**config.mk**
```make
export PLATFORM = sky130hd
export DESIGN_NAME = vector_frame_reader
export DESIGN_NICKNAME = d
export VERILOG_FILES = /design/src/rtl/vector_pkg.sv /design/src/rtl/vector_word_decode.sv /design/src/rtl/vector_frame_reader.sv
export SDC_FILE = /design/constraint.sdc
export NUM_CORES = 1
export LEC_CHECK = 0
export ABC_AREA = 1
export CAP_MARGIN = 30
export CORE_UTILIZATION = 35
export DETAILED_ROUTE_END_ITERATION = 10
export DONT_BUFFER_PORTS = 1
export PLACE_DENSITY = 0.52
export SYNTH_ARGS = -nofsm -noshare
export SYNTH_HDL_FRONTEND = slang
export SYNTH_SLANG_ARGS = --single-unit
```
**constraint.sdc**
```tcl
create_clock -name clk -period 2.5 [get_ports clk]
set_input_delay 0.375 -clock clk [delete_from_list [all_inputs] [get_ports clk]]
set_output_delay 0.375 -clock clk [all_outputs]
set_load 0.03 [all_outputs]
```
**src/rtl/vector_pkg.sv**
```systemverilog
// rtl/vector_pkg.sv - shared constants, frame-word layout and reader state encoding for the vector display path
package vector_pkg;

    localparam int DAC_WIDTH    = 8;
    localparam int ADDRESSWIDTH = 10;

    // Frame word layout: {eof, blank, x, y}; positions scale with the DAC width
    function automatic int f_y_lsb(input int out_w);
        return 0;
    endfunction

    function automatic int f_x_lsb(input int out_w);
        return out_w;
    endfunction

    function automatic int f_blank_bit(input int out_w);
        return 2 * out_w;
    endfunction

    function automatic int f_eof_bit(input int out_w);
        return 2 * out_w + 1;
    endfunction

    localparam int Y_LSB     = 0;
    localparam int X_LSB     = DAC_WIDTH;
    localparam int BLANK_BIT = 2 * DAC_WIDTH;
    localparam int EOF_BIT   = 2 * DAC_WIDTH + 1;

    localparam logic [DAC_WIDTH-1:0] DAC_MID = {1'b1, {(DAC_WIDTH-1){1'b0}}};

    typedef logic [2:0] rdr_state_t;

    localparam rdr_state_t ST_IDLE    = 3'd0;
    localparam rdr_state_t ST_WAIT    = 3'd1;
    localparam rdr_state_t ST_LATCH   = 3'd2;
    localparam rdr_state_t ST_HOLD    = 3'd3;
    localparam rdr_state_t ST_ENDPASS = 3'd4;

endpackage

```
**src/rtl/vector_word_decode.sv**
```systemverilog
// rtl/vector_word_decode.sv - combinational split of a frame RAM word into eof, blank, x and y fields
module vector_word_decode
    import vector_pkg::*;
#(
    parameter int OUT_WIDTH = DAC_WIDTH,
    parameter int DATAWIDTH = 2 * OUT_WIDTH + 2
) (
    input  logic [DATAWIDTH-1:0] i_data,
    output logic                 o_eof,
    output logic                 o_blank,
    output logic [OUT_WIDTH-1:0] o_x,
    output logic [OUT_WIDTH-1:0] o_y
);

    localparam int EOF_B   = f_eof_bit(OUT_WIDTH);
    localparam int BLANK_B = f_blank_bit(OUT_WIDTH);
    localparam int X_L     = f_x_lsb(OUT_WIDTH);
    localparam int Y_L     = f_y_lsb(OUT_WIDTH);

    assign o_eof   = i_data[EOF_B];
    assign o_blank = i_data[BLANK_B];
    assign o_x     = i_data[X_L +: OUT_WIDTH];
    assign o_y     = i_data[Y_L +: OUT_WIDTH];

endmodule

```
**src/rtl/vector_frame_reader.sv**
```systemverilog
// rtl/vector_frame_reader.sv - walks the frame RAM after go, drives X/Y DAC codes with per-point dwell and frame replay
module vector_frame_reader
    import vector_pkg::*;
#(
    parameter int ADR_WIDTH = ADDRESSWIDTH,
    parameter int DATAWIDTH = 2 * DAC_WIDTH + 2,
    parameter int OUT_WIDTH = DAC_WIDTH,
    parameter int DEPTH     = 100,
    parameter int DWELL     = 4,
    parameter int REFRESH   = 1
) (
    input  logic                 clk,
    input  logic                 rst,
    input  logic                 go,
    output logic                 halt,
    output logic [ADR_WIDTH-1:0] adrREAD,
    input  logic [DATAWIDTH-1:0] dataREAD,
    output logic [OUT_WIDTH-1:0] xout,
    output logic [OUT_WIDTH-1:0] yout,
    output logic                 blank,
    output logic                 frame_done,
    output logic [2:0]           state_debug
);

    localparam int DW_W = $clog2(DWELL);
    localparam int PS_W = $clog2(REFRESH + 1);

    localparam logic [ADR_WIDTH-1:0] LAST_ADR   = ADR_WIDTH'(DEPTH - 1);
    localparam logic [ADR_WIDTH-1:0] ADR_ONE    = ADR_WIDTH'(1);
    localparam logic [DW_W-1:0]      DWELL_LOAD = DW_W'(DWELL - 2);
    localparam logic [DW_W-1:0]      DWELL_ONE  = DW_W'(1);
    localparam logic [PS_W-1:0]      LAST_PASS  = PS_W'(REFRESH - 1);
    localparam logic [PS_W-1:0]      PASS_ONE   = PS_W'(1);
    localparam logic [OUT_WIDTH-1:0] MID        = {1'b1, {(OUT_WIDTH-1){1'b0}}};

    rdr_state_t           r_state;
    logic                 r_halt;
    logic [ADR_WIDTH-1:0] r_adr;
    logic [OUT_WIDTH-1:0] r_x;
    logic [OUT_WIDTH-1:0] r_y;
    logic                 r_blank;
    logic                 r_frame_done;
    logic [PS_W-1:0]      r_pass;
    logic [DW_W-1:0]      r_dwell;
    logic                 r_last;

    logic                 w_eof;
    logic                 w_blank;
    logic [OUT_WIDTH-1:0] w_x;
    logic [OUT_WIDTH-1:0] w_y;

    vector_word_decode #(
        .OUT_WIDTH (OUT_WIDTH),
        .DATAWIDTH (DATAWIDTH)
    ) u_decode (
        .i_data  (dataREAD),
        .o_eof   (w_eof),
        .o_blank (w_blank),
        .o_x     (w_x),
        .o_y     (w_y)
    );

    always_ff @(posedge clk or negedge rst) begin
        if (!rst) begin
            r_state      <= ST_IDLE;
            r_halt       <= 1'b0;
            r_adr        <= '0;
            r_x          <= MID;
            r_y          <= MID;
            r_blank      <= 1'b1;
            r_frame_done <= 1'b0;
            r_pass       <= '0;
            r_dwell      <= '0;
            r_last       <= 1'b0;
        end else begin
            r_frame_done <= 1'b0;
            case (r_state)
                ST_IDLE: begin
                    if (go) begin
                        r_halt  <= 1'b1;
                        r_adr   <= '0;
                        r_pass  <= '0;
                        r_last  <= 1'b0;
                        r_state <= ST_WAIT;
                    end
                end
                ST_WAIT: begin
                    r_state <= ST_LATCH;
                end
                ST_LATCH: begin
                    if (w_eof) begin
                        r_blank <= 1'b1;
                        r_state <= ST_ENDPASS;
                    end else begin
                        r_x     <= w_x;
                        r_y     <= w_y;
                        r_blank <= w_blank;
                        // Address parks on the last word so the read never wraps
                        if (r_adr == LAST_ADR) begin
                            r_last <= 1'b1;
                        end else begin
                            r_adr <= r_adr + ADR_ONE;
                        end
                        r_dwell <= DWELL_LOAD;
                        r_state <= ST_HOLD;
                    end
                end
                ST_HOLD: begin
                    if (r_dwell == '0) begin
                        r_state <= r_last ? ST_ENDPASS : ST_LATCH;
                    end else begin
                        r_dwell <= r_dwell - DWELL_ONE;
                    end
                end
                ST_ENDPASS: begin
                    r_blank <= 1'b1;
                    if (r_pass == LAST_PASS) begin
                        r_halt       <= 1'b0;
                        r_frame_done <= 1'b1;
                        r_state      <= ST_IDLE;
                    end else begin
                        r_pass  <= r_pass + PASS_ONE;
                        r_adr   <= '0;
                        r_last  <= 1'b0;
                        r_state <= ST_WAIT;
                    end
                end
                default: begin
                    r_state <= ST_IDLE;
                end
            endcase
        end
    end

    assign halt        = r_halt;
    assign adrREAD     = r_adr;
    assign xout        = r_x;
    assign yout        = r_y;
    assign blank       = r_blank;
    assign frame_done  = r_frame_done;
    assign state_debug = r_state;

endmodule

```
==> run metrics <==
status=completed; pwr dens=1230 nW/µm²; R2R depth=5; hold-fix buffer count after cts=2; total grt overflow=0; Crit. End Element=register; Slew Viols, Final=0; worst-path fanout max=23; global-route wire length before repair=6380 µm; CTS sink count=35; setup ws final=729 ps; Synth Flop Type=dfrtp_1; largest net degree at the start of global routing=36; Avg Synthesized Cell Area=8.06 µm²; total number of vias=1357; Post-route DRC=0; setup TNS=0 ps; CP Launch Type=register; Setup WS pre-CTS=704 ps; RD Place Congestion=0.841; I/O Buffers=0; initial drt markers=60; die height=72.2 µm; reg2reg setup slack=730 ps; total setup buffers inserted after CTS=0; fin crit period=1770 ps; worst skew pair latency=290 ps; Core ar.=4720 µm²; FF-to-FF Start=state_debug[2]; row count=25; synthesized area=1730 µm²; Mapped Nets=237; WL final=3810 µm; H-tree Lvls=2; Worst Skew=6.46 ps; Critical Path RT=2710 ps; IO Pins=53; CTS Buf Count=5; mean routed wirelength per cell=13.2 µm; hold crit path type=in2reg; DR pass1 iterations=4; Max clock buf depth=2; RSZ-0062 raised after global routing=false; FMAX=0.565 GHz; initial antenna violation count=0; post-synthesis cell type count=26; endpoints failing setup=0; #FFs+latches synth=35; Arr. time, crit path=1980 ps; Starting Density=36.5%; Endpoint, Worst Hold=r_last; top post-synthesis cells by count=nand2_1 (86), dfrtp_1 (32), nand3_1 (20); Final period util=70.8%; reg2reg end=r_last; CTS Root Cell=clkbuf_8; ys async rst share=100%; Tot Pwr=2.42 mW; Total GRT Usage=16.6%; Yosys top cell area share=46.4%; Hold Path Origin=go; vias in the first global route=1361; antenna-violating nets left=0; CTS tree=done; n_diodes=0; Syn-to-layout area delta=13.7%; Vias/cell=4.70; share of layout cells above drive strength 1=13.1%; Worst Tran Pin Value=504 ps; post_cts resized=0; register area share after synthesis=51.0%; DIE AREA=5210 µm²; largest area contributor in the netlist=dfrtp_1; Gate Count Post-Synth=214; Final HPWL DP=2700 µm; headroom to the max-slew limit=66.4%; VDD IR max=0.535 mV; Syn. warnings=0; Clock transition at path regs=70 ps; maximum capacitance violations=0; Post-synth EDFFs=0; die width=72.2 µm; final-report hold violation count=0; ranking of synthesized cells by area=dfrtp_1 (46%), nand2_1 (19%), nand3_1 (5.8%); Leak Pwr=1.01 nW; nets@finish=244; Hold Crit Depth=1; crit path kind=reg2reg; top-count cell post-synth=nand2_1
worst max path at each step:
| stage | startpoint | to | slack (ps) | depth (start not counted) |
|---|---|---|---|---|
| 6_report | state_debug[2] | r_last | 730 | 5 |
| 3_5_place_dp | state_debug[0] | r_last | 700 | 5 |
| 4_1_cts | state_debug[0] | r_last | 680 | 5 |
| 2_1_floorplan | adrREAD[1] | adrREAD[6] | 1000 | 10 |
| 5_1_grt | state_debug[0] | r_last | 580 | 5 |
| 3_3_place_gp | state_debug[2] | r_last | 660 | 5 |
report_power, final:
group          internal [mW]  leakage [nW]  switching, mW
logic                  0.190         0.498          0.404
registers              0.758         0.446          0.464
clock network          0.398        0.0644          0.208
layout by cell type, fill, tap and decap left out:
master / instances
nor3b_1: 1
clkinvlp_4: 1
or2_4: 1
a22oi_1: 1
o21ai_0: 5
clkbuf_8: 5
o31ai_1: 1
inv_2: 3
nand2_1: 86
nand2_4: 5
a21oi_1: 2
nor3_4: 1
dlygate4sd3_1: 1
nand2_2: 1
o22ai_1: 1
buf_12: 1
xnor2_1: 1
nor2_2: 3
nand4_1: 5
o21ai_1: 3
dfstp_2: 3
inv_1: 18
xor2_1: 1
ha_1: 2
nor2_1: 13
dfrtp_1: 32
buf_4: 3
nand3_1: 20
bufinv_16: 2
final cells by class:
type,instances,area [µm²]
multi-input cells,153,731
inverters,21,78.8
clock buffers,5,68.8
repair buffers,5,52.6
flip-flops and latches,35,880
clock inverters,3,67.6
well taps,67,83.8
fillers,472,2760
layer usage:
metal	global-route usage, %	share of wire, %
met5	0	0
met4	8.93	2.2
met1	20.2	46
met3	5.56	6.3
met2	26.1	46
metrics by stage:
step | hold WS, ps | cell area [µm²] | cells | util (%)
finish | 174 | 1960 | 289 | 41.5
global route | 156 | 1960 | 289 | 41.5
CTS | 159 | 1960 | 289 | 41.5
detailed placement | 80.3 | 1800 | 279 | 38.0
global placement | 80.3 | 1800 | 279 | 38.0
floorplan | 79.4 | 1730 | 214 | -
sequential cells by signal, summed over array words and instances, names as in the netlist:
signal / count
adrREAD: 10
blank: 1
frame_done: 1
halt: 1
r_dwell: 2
r_last: 1
state_debug: 3
xout: 8
yout: 8
cell families (layout without fill, tap and decap cells):
| family | Yosys count | in the layout | synth area share [%] |
|---|---|---|---|
| XOR/XNOR | 2 | 2 | 1.02 |
| buffers and inverters | 26 | 34 | 6.67 |
| adder cells (fa/ha/maj) | 2 | 2 | 1.45 |
| flip-flops | 35 | 35 | 51.0 |
| AND/OR/NAND/NOR | 136 | 136 | 35.8 |
| AO/OA/AOI/OAI | 13 | 13 | 4.13 |
worst max-delay path: stages, from the launching register on:
cell     delay (ps)
dfrtp_1         570
nor3_4          340
nand2_4         230
inv_2           300
a21oi_1         140
a21oi_1         130
No activity file was read; power rests on OpenSTA's default activity.
